==> src/rtl/npu_sched_pkg.sv <==
// Shared definitions for the NPU schedule sequencer: micro-op field layout,
// FSM state encoding and default buffer depth.
package npu_sched_pkg;

    localparam int SCHED_DEPTH_DEF = 64;
    localparam int OP_W            = 16;

    localparam int BIT_END       = 15;
    localparam int BIT_IN_RD     = 14;
    localparam int BIT_SIG_RD    = 13;
    localparam int BIT_SIG_WR    = 12;
    localparam int BIT_OUT_WR    = 11;
    localparam int BIT_PE_WR     = 10;
    localparam int BIT_ACC_RD    = 9;
    localparam int BIT_ACC_WR    = 8;
    localparam int BIT_SIG_IN_EN = 7;
    localparam int PE_LSB        = 4;
    localparam int PE_W          = 3;
    localparam int FUNC_LSB      = 2;
    localparam int FUNC_W        = 2;

    typedef enum logic [1:0] {
        ST_IDLE = 2'd0,
        ST_RUN  = 2'd1,
        ST_DONE = 2'd2
    } sched_state_e;

endpackage

==> src/rtl/npu_sched_ram.sv <==
// Schedule buffer: synchronous write, asynchronous read, contents not reset.
module npu_sched_ram
    import npu_sched_pkg::*;
#(
    parameter int DEPTH  = SCHED_DEPTH_DEF,
    parameter int ADDR_W = 6
) (
    input  logic              clk,
    input  logic              we,
    input  logic [ADDR_W-1:0] waddr,
    input  logic [OP_W-1:0]   wdata,
    input  logic [ADDR_W-1:0] raddr,
    output logic [OP_W-1:0]   rdata
);

    logic [OP_W-1:0] mem [DEPTH];

    always_ff @(posedge clk) begin
        if (we)
            mem[waddr] <= wdata;
    end

    assign rdata = mem[raddr];

endmodule

==> src/rtl/npu_sched_sequencer.sv <==
// Schedule-replay controller: stores micro-ops during config and replays one
// per cycle as datapath strobes, stalling on input-empty / output-full.
module npu_sched_sequencer
    import npu_sched_pkg::*;
#(
    parameter int SCHED_DEPTH = SCHED_DEPTH_DEF,
    parameter int ADDR_W      = 6
) (
    input  logic              CLK,
    input  logic              RST,
    input  logic              sched_write_en,
    input  logic [15:0]       sched_din,
    input  logic              sched_clear,
    input  logic              compute_en,
    input  logic              input_fifo_empty,
    input  logic              output_fifo_full,
    output logic              input_fifo_read_en,
    output logic              sigmoid_fifo_read_en,
    output logic              sigmoid_fifo_write_en,
    output logic              output_fifo_write_en,
    output logic              pe_write_en,
    output logic              acc_fifo_read_en,
    output logic              acc_fifo_write_en,
    output logic              sigmoid_input_en,
    output logic [2:0]        pe_select,
    output logic [2:0]        sigmoid_sel_pe,
    output logic [1:0]        sigmoid_func_sel,
    output logic              busy,
    output logic              done,
    output logic [ADDR_W:0]   sched_count,
    output logic              cfg_err
);

    localparam logic [ADDR_W:0] FULL_COUNT = (ADDR_W+1)'(SCHED_DEPTH);
    localparam logic [ADDR_W:0] ONE_COUNT  = (ADDR_W+1)'(1);

    sched_state_e      state_q, state_d;
    logic [ADDR_W-1:0] wr_ptr_q, rd_ptr_q;
    logic [ADDR_W:0]   count_q;
    logic              cfg_err_q;
    logic [OP_W-1:0]   op;
    logic [1:0]        unused_reserved;
    logic              in_idle, in_run, stall, fire, last_op, full, wr_accept;

    npu_sched_ram #(.DEPTH(SCHED_DEPTH), .ADDR_W(ADDR_W)) u_ram (
        .clk   (CLK),
        .we    (wr_accept),
        .waddr (wr_ptr_q),
        .wdata (sched_din),
        .raddr (rd_ptr_q),
        .rdata (op)
    );

    assign unused_reserved = op[1:0];
    assign in_idle   = (state_q == ST_IDLE);
    assign in_run    = (state_q == ST_RUN);
    assign full      = (count_q == FULL_COUNT);
    assign stall     = (op[BIT_IN_RD] & input_fifo_empty) | (op[BIT_OUT_WR] & output_fifo_full);
    assign fire      = in_run & ~stall;
    assign last_op   = op[BIT_END] | ({1'b0, rd_ptr_q} == (count_q - ONE_COUNT));
    assign wr_accept = RST & ~sched_clear & in_idle & sched_write_en & ~full;

    always_comb begin
        state_d = state_q;
        case (state_q)
            ST_IDLE: if (compute_en && count_q != '0) state_d = ST_RUN;
            ST_RUN:  if (fire && last_op) state_d = ST_DONE;
            ST_DONE: state_d = ST_IDLE;
            default: state_d = ST_IDLE;
        endcase
    end

    // A pass ends only through DONE, sched_clear or reset; compute_en is ignored once running.
    always_ff @(posedge CLK) begin
        if (!RST || sched_clear) begin
            state_q   <= ST_IDLE;
            wr_ptr_q  <= '0;
            rd_ptr_q  <= '0;
            count_q   <= '0;
            cfg_err_q <= 1'b0;
        end else begin
            state_q <= state_d;
            if (wr_accept) begin
                wr_ptr_q <= wr_ptr_q + 1'b1;
                count_q  <= count_q + ONE_COUNT;
            end
            if (sched_write_en && (!in_idle || full))
                cfg_err_q <= 1'b1;
            if (in_idle && compute_en && count_q == '0)
                cfg_err_q <= 1'b1;
            if (in_idle || state_q == ST_DONE)
                rd_ptr_q <= '0;
            else if (fire)
                rd_ptr_q <= rd_ptr_q + 1'b1;
        end
    end

    assign input_fifo_read_en    = fire & op[BIT_IN_RD];
    assign sigmoid_fifo_read_en  = fire & op[BIT_SIG_RD];
    assign sigmoid_fifo_write_en = fire & op[BIT_SIG_WR];
    assign output_fifo_write_en  = fire & op[BIT_OUT_WR];
    assign pe_write_en           = fire & op[BIT_PE_WR];
    assign acc_fifo_read_en      = fire & op[BIT_ACC_RD];
    assign acc_fifo_write_en     = fire & op[BIT_ACC_WR];
    assign sigmoid_input_en      = fire & op[BIT_SIG_IN_EN];
    assign pe_select             = in_run ? op[PE_LSB +: PE_W] : '0;
    assign sigmoid_sel_pe        = in_run ? op[PE_LSB +: PE_W] : '0;
    assign sigmoid_func_sel      = in_run ? op[FUNC_LSB +: FUNC_W] : '0;
    assign busy                  = in_run;
    assign done                  = (state_q == ST_DONE);
    assign sched_count           = count_q;
    assign cfg_err               = cfg_err_q;

endmodule

==> config.mk <==
export PLATFORM = sky130hd
export DESIGN_NAME = npu_sched_sequencer
export DESIGN_NICKNAME = d
export VERILOG_FILES = /design/src/rtl/npu_sched_pkg.sv /design/src/rtl/npu_sched_ram.sv /design/src/rtl/npu_sched_sequencer.sv
export SDC_FILE = /design/constraint.sdc
export NUM_CORES = 1
export LEC_CHECK = 0
export ABC_AREA = 0
export ABC_CLOCK_PERIOD_IN_PS = 4500
export BUFFER_PORTS_ARGS = -buffer_cell sky130_fd_sc_hd__buf_2
export CAP_MARGIN = 20
export CORE_ASPECT_RATIO = 0.9
export CORE_MARGIN = 2
export CORE_UTILIZATION = 50
export CTS_CLUSTER_DIAMETER = 150
export DETAILED_ROUTE_END_ITERATION = 10
export PLACE_DENSITY = 0.76
export SLEW_MARGIN = 20
export SYNTH_ARGS = -nofsm -noshare
export SYNTH_HDL_FRONTEND = slang
export SYNTH_HIERARCHICAL = 1
export SYNTH_SLANG_ARGS = --single-unit
==> constraint.sdc <==
create_clock -name CLK -period 4.5 [get_ports CLK]
set_input_delay 0.9 -clock CLK [delete_from_list [all_inputs] [get_ports CLK]]
set_output_delay 0.9 -clock CLK [all_outputs]
set_load 0.005 [all_outputs]
# Word-level counts from Yosys, hierarchy flattened
# Memories as Yosys holds them, arrays and structs flattened. A register that Yosys moved wholly into a read port is not among the register bits.
# Cells that the tools add are included.
[totals]
regBits = 22
mem_bits_rw = 1024
inputBits = 23
output_inout_bits = 26
wordCells = 63
n_memories = 1
[op_classes]
addsub = 4
eq_ne = 6
n_mux = 11
bitwise_logic = 20
n_reduce_logical = 16
[mem_list]
columns = ["name", "depth", "width", "read_ports", "rd_ports_with_merged_regs", "wr", "line", "rtl"]
rows = [
  ["u_ram.mem", 64, 16, 1, 1, 1, "npu_sched_ram.sv:16", "logic [OP_W-1:0] mem [DEPTH];"],
]
[ops]
columns = ["operator", "count"]
rows = [
  ["$and A1 B1 Y1", 15],
  ["$add A6 B1 Y6 const B", 2],
  ["$mux W6", 2],
  ["$add A7 B1 Y7 const B", 1],
  ["$eq A6 B7 Y1", 1],
  ["$eq A7 B7 Y1 const B", 1],
  ["$logic_not A7 Y1", 1],
  ["$reduce_bool A7 Y1", 1],
  ["$sub A7 B1 Y7 const B", 1],
  ["$mux W2", 3],
  ["$logic_and A1 B1 Y1", 5],
  ["$mux W1", 4],
  ["$ne A2 B1 Y1 const B", 2],
  ["$pmux W2 S2", 1],
  ["$logic_or A1 B1 Y1", 3],
  ["$mux W3", 1],
  ["$not A1 Y1", 3],
  ["$eq A2 B1 Y1 const B", 1],
  ["$eq A2 B2 Y1 const B", 1],
  ["$logic_not A1 Y1", 2],
  ["$logic_not A2 Y1", 1],
  ["$or A1 B1 Y1", 2],
  ["$reduce_and A2 Y1", 1],
  ["$reduce_bool A2 Y1", 1],
  ["$reduce_or A2 Y1", 1],
]

# Longest topological paths before layout
[logic_depth]
depth_word = 7
mapped_depth = 16

# By module
# The synthesis kept the hierarchy.
[by_module_without_submodules]
columns = ["mod", "instances", "cells_per_inst", "area_each_um2", "seq_area_each_um2"]
rows = [
  ["npu_sched_ram", 1, 1813, 39721.8, 30749.5],
  ["npu_sched_sequencer", 1, 176, 1390.1, 440.4],
]

# Worst setup path after synthesis
# Ideal clock, no wire load.
[synth_timing]
path_kind = "input -> register"
start = "input sched_clear"
end = "memory u_ram.mem[48][0] (enable)"
setup_time_ps = 409
arrival_time_ps = 3139
required_ps = 4091
slack_ps = 952
path_stages = 7
n_path_buf = 2
cell_sequence = "nand2b_1 > buf_1 > clkbuf_1 > nor2_1 > nor2b_1 > nand4b_1 > nor3_1"
[synth_between]
elab_chain_len = 7
[synth_lines]
columns = ["item", "line", "rtl"]
rows = [
  ["from (decl)", "npu_sched_sequencer.sv:13", "input logic sched_clear,"],
  ["$not A1 Y1", "npu_sched_sequencer.sv:61", "assign wr_accept = RST & ~sched_clear & in_idle & sched_write_en & ~full;"],
  ["$and A1 B1 Y1 (4 in a row)", "npu_sched_sequencer.sv:61", ""],
  ["named net wr_accept", "npu_sched_sequencer.sv:43", "logic in_idle, in_run, stall, fire, last_op, full, wr_accept;"],
  ["$mux W1", "npu_sched_ram.sv:19", "if (we)"],
  ["$mux W1 (implied by the code)", "npu_sched_ram.sv:20", "mem[waddr] <= wdata;"],
  ["to (decl)", "npu_sched_ram.sv:16", ""],
]
# The timed path passes the listed nets, and every way through them passes these cells.

==> flow_summary.rst <==
.. list-table::
   :header-rows: 1

   * - Metric
     - Value
   * - Result of the run
     - finished clean
   * - Die Area
     - 74800 um^2
   * - Port buffer count
     - 46
   * - GRT Residual Overflow
     - 0
   * - GR Util met1
     - 32.1%
   * - Critical path startpoint category
     - register
   * - Mapped Area
     - 36300 um^2
   * - WS Path Type
     - register to primary output
   * - Antenna violations before repair
     - 2
   * - Overall track demand over capacity in global routing
     - 22.7%
   * - Hpwl dp
     - 51.3 mm
   * - Area taken by multi-input logic gates
     - 8160 um^2
   * - Final Total Pwr
     - 17.0 mW
   * - GPL Wtd Cong
     - 0.925
   * - Worst hold-check path type
     - register to register
   * - Core Area
     - 71700 um^2
   * - Fill cell count
     - 5091
   * - Clock latency of the later-clocked register in the worst-skew pair
     - 640 ps
   * - Syn avg cell area
     - 20.2 um^2
   * - GR Util met2
     - 34.8%
   * - Vias
     - 18500
   * - Post-Synthesis Net Count
     - 1821
   * - Via count of the first global-routing pass
     - 18700
   * - Post-route fraction of the period consumed by the critical path
     - 98.1%
   * - Proportion of layout cells with a drive suffix above 1
     - 28.4%
   * - Max-Slew Margin vs Limit
     - 30.4%
   * - Wire length reported by the detailed router
     - 84.5 mm
   * - Area growth syn-to-layout
     - 13.7%
   * - Total iterations of the first detailed-routing run
     - 5
   * - Number of max-capacitance violations reported
     - 0
   * - Drt via density
     - 6.20
   * - Summed area of non-filler cells in the final layout
     - 41300 um^2
   * - Number of DRC violations after detailed routing
     - 0
   * - Average detailed-routed wire length per instance
     - 28.3 um
   * - Number of violations reported at the end of detailed-routing iteration 0
     - 2670
   * - Number of cells produced by synthesis
     - 1793
   * - Clock sink count
     - 918
   * - Worst-path clk slew
     - 60 ps
   * - Maximum fanout count along the critical path
     - 24
   * - Starting utilization of the core area
     - 50.7%
   * - Busiest metal layer after global routing
     - met2
   * - WHS
     - 533 ps
   * - Number of nets in the layout
     - 1994
   * - Leakage power figure
     - 12.8 nW
   * - Total count of max-transition violations in the final report
     - 0
   * - Final setup viols
     - 0
   * - Skew final
     - 20.3 ps
   * - Detail Route Antenna Nets
     - 0
   * - DP Area
     - 38000 um^2
   * - Total of warnings raised by yosys
     - 6
   * - Ratio of total power to cell area
     - 412 nW/um^2
   * - Height of the chip
     - 260 um
   * - Maximum achievable frequency
     - 227 MHz
   * - Number of clock buffers inserted by TritonCTS
     - 87
   * - Final Hold Viols
     - 0
   * - Tmin final
     - 4410 ps
   * - Area of all sequential standard cells
     - 27400 um^2
   * - Clock tree buffer depth
     - 3
   * - Clock tree from TritonCTS
     - built
   * - Met3 global-route usage
     - 5.83%
   * - Endpoint arrival time on the critical path
     - 3510 ps
   * - Layout Utilization
     - 57.6%
   * - Global-route wire length before repair
     - 123 mm
   * - Category of the worst setup path capture point
     - primary output
   * - IR drop worst, VDD
     - 373 uV
   * - Number of top-level pins
     - 49
   * - Worst Path Required
     - 3600 ps
   * - Width of the die
     - 288 um
   * - Clock root buffer master
     - clkbuf_16
   * - Least-Margin Pin Slew
     - 1040 ps
   * - Final sum of negative setup slack
     - 0 ps
   * - Maximum number of pins on one net before global-route repair
     - 65
   * - RSZ-0062 raised after global routing
     - no
   * - # rows
     - 93
   * - H-Tree Level Count
     - 3
==> per-stage QoR <==
| step | setup slack, ps | instances |
|---|---|---|
| after CTS | 1.14 | 2969 |
| final | 87.2 | 2984 |
| after detailed placement | 537 | 2810 |
| after global placement | 602 | 2810 |
| after global routing | 2.44 | 2983 |
| after floorplan | 1060 | 1793 |
==> state kept, by name (all words and copies together), names as in the netlist <==
name / count
sched_count: 7
wr_ptr_q: 6
rd_ptr_q: 6
u_ram/mem: 896
state_q: 2
cfg_err: 1
==> power breakdown <==
part | switching, mW | internal (mW)
logic | 0.193 | 0.0392
registers | 0.00635 | 9.38
clock network | 3.05 | 4.34
==> layout make-up <==
type / count / share of cell area, %
Tap cell: 950 / 2.88
Clock inverter: 45 / 1.11
Antenna cell: 1 / 0.00606
Clock buffer: 111 / 5.92
Timing Repair Buffer: 202 / 3.93
Multi-Input combinational cell: 749 / 19.8
Sequential cell: 918 / 66.3
Inverter: 8 / 0.0728
==> layer usage <==
metal	routed length, um	up-vias
met5	0	-
met4	2940	0
met3	9260	178
met2	39500	1048
met1	32800	9597
li1	-	7691
==> worst max-delay path: stages (launching register included) <==
cell,delay (ps)
dfxtp_4,490
buf_12,190
buf_12,250
mux4_2,540
mux2_2,300
nand2_1,140
nand4_1,270
and4_1,380
and2_1,170
buf_2,120
==> worst paths after layout <==
path	startpoint	to	slack, ps	depth (start not counted)
worst max-delay path	rd_ptr_q[0]	pe_select[1]	90	9
worst min-delay path	sched_count[6]	sched_count[6]	530	2
worst max register to register	sched_count[0]	u_ram/mem[62][9]	440	10
worst min register to register	sched_count[6]	sched_count[6]	530	2
==> cells in the final DEF (no fill, tap or decap), drive strengths merged, types with 5 or more instances in the layout <==
master	count
a21oi	24
dfxtp	22
a41oi	5
nor3	7
a211oi	6
nand3	26
a221oi	12
and3	8
buf	199
a211o	6
a311oi	7
mux2i	73
a31oi	9
and4	5
nor2b	29
mux2	25
xor2	10
bufinv	9
nand2	77
edfxtp	896
mux4	196
nor2	94
xnor2	11
and2	10
clkbuf	114
a22o	6
nand4	19
a221o	6
a22oi	34
o21ai	13
clkinv	31
nand2b	5
inv	9
nor4	6
ha	5
==> repair_timing <==
item	CTS	global route
pin swaps	0	3
hold buffers	0	0
buffers inserted	3	10
gates resized for setup	2	21
endpoints found under the setup margin	13	13
cloned	0	4
Note: power is estimated with default switching activity, not from simulation.
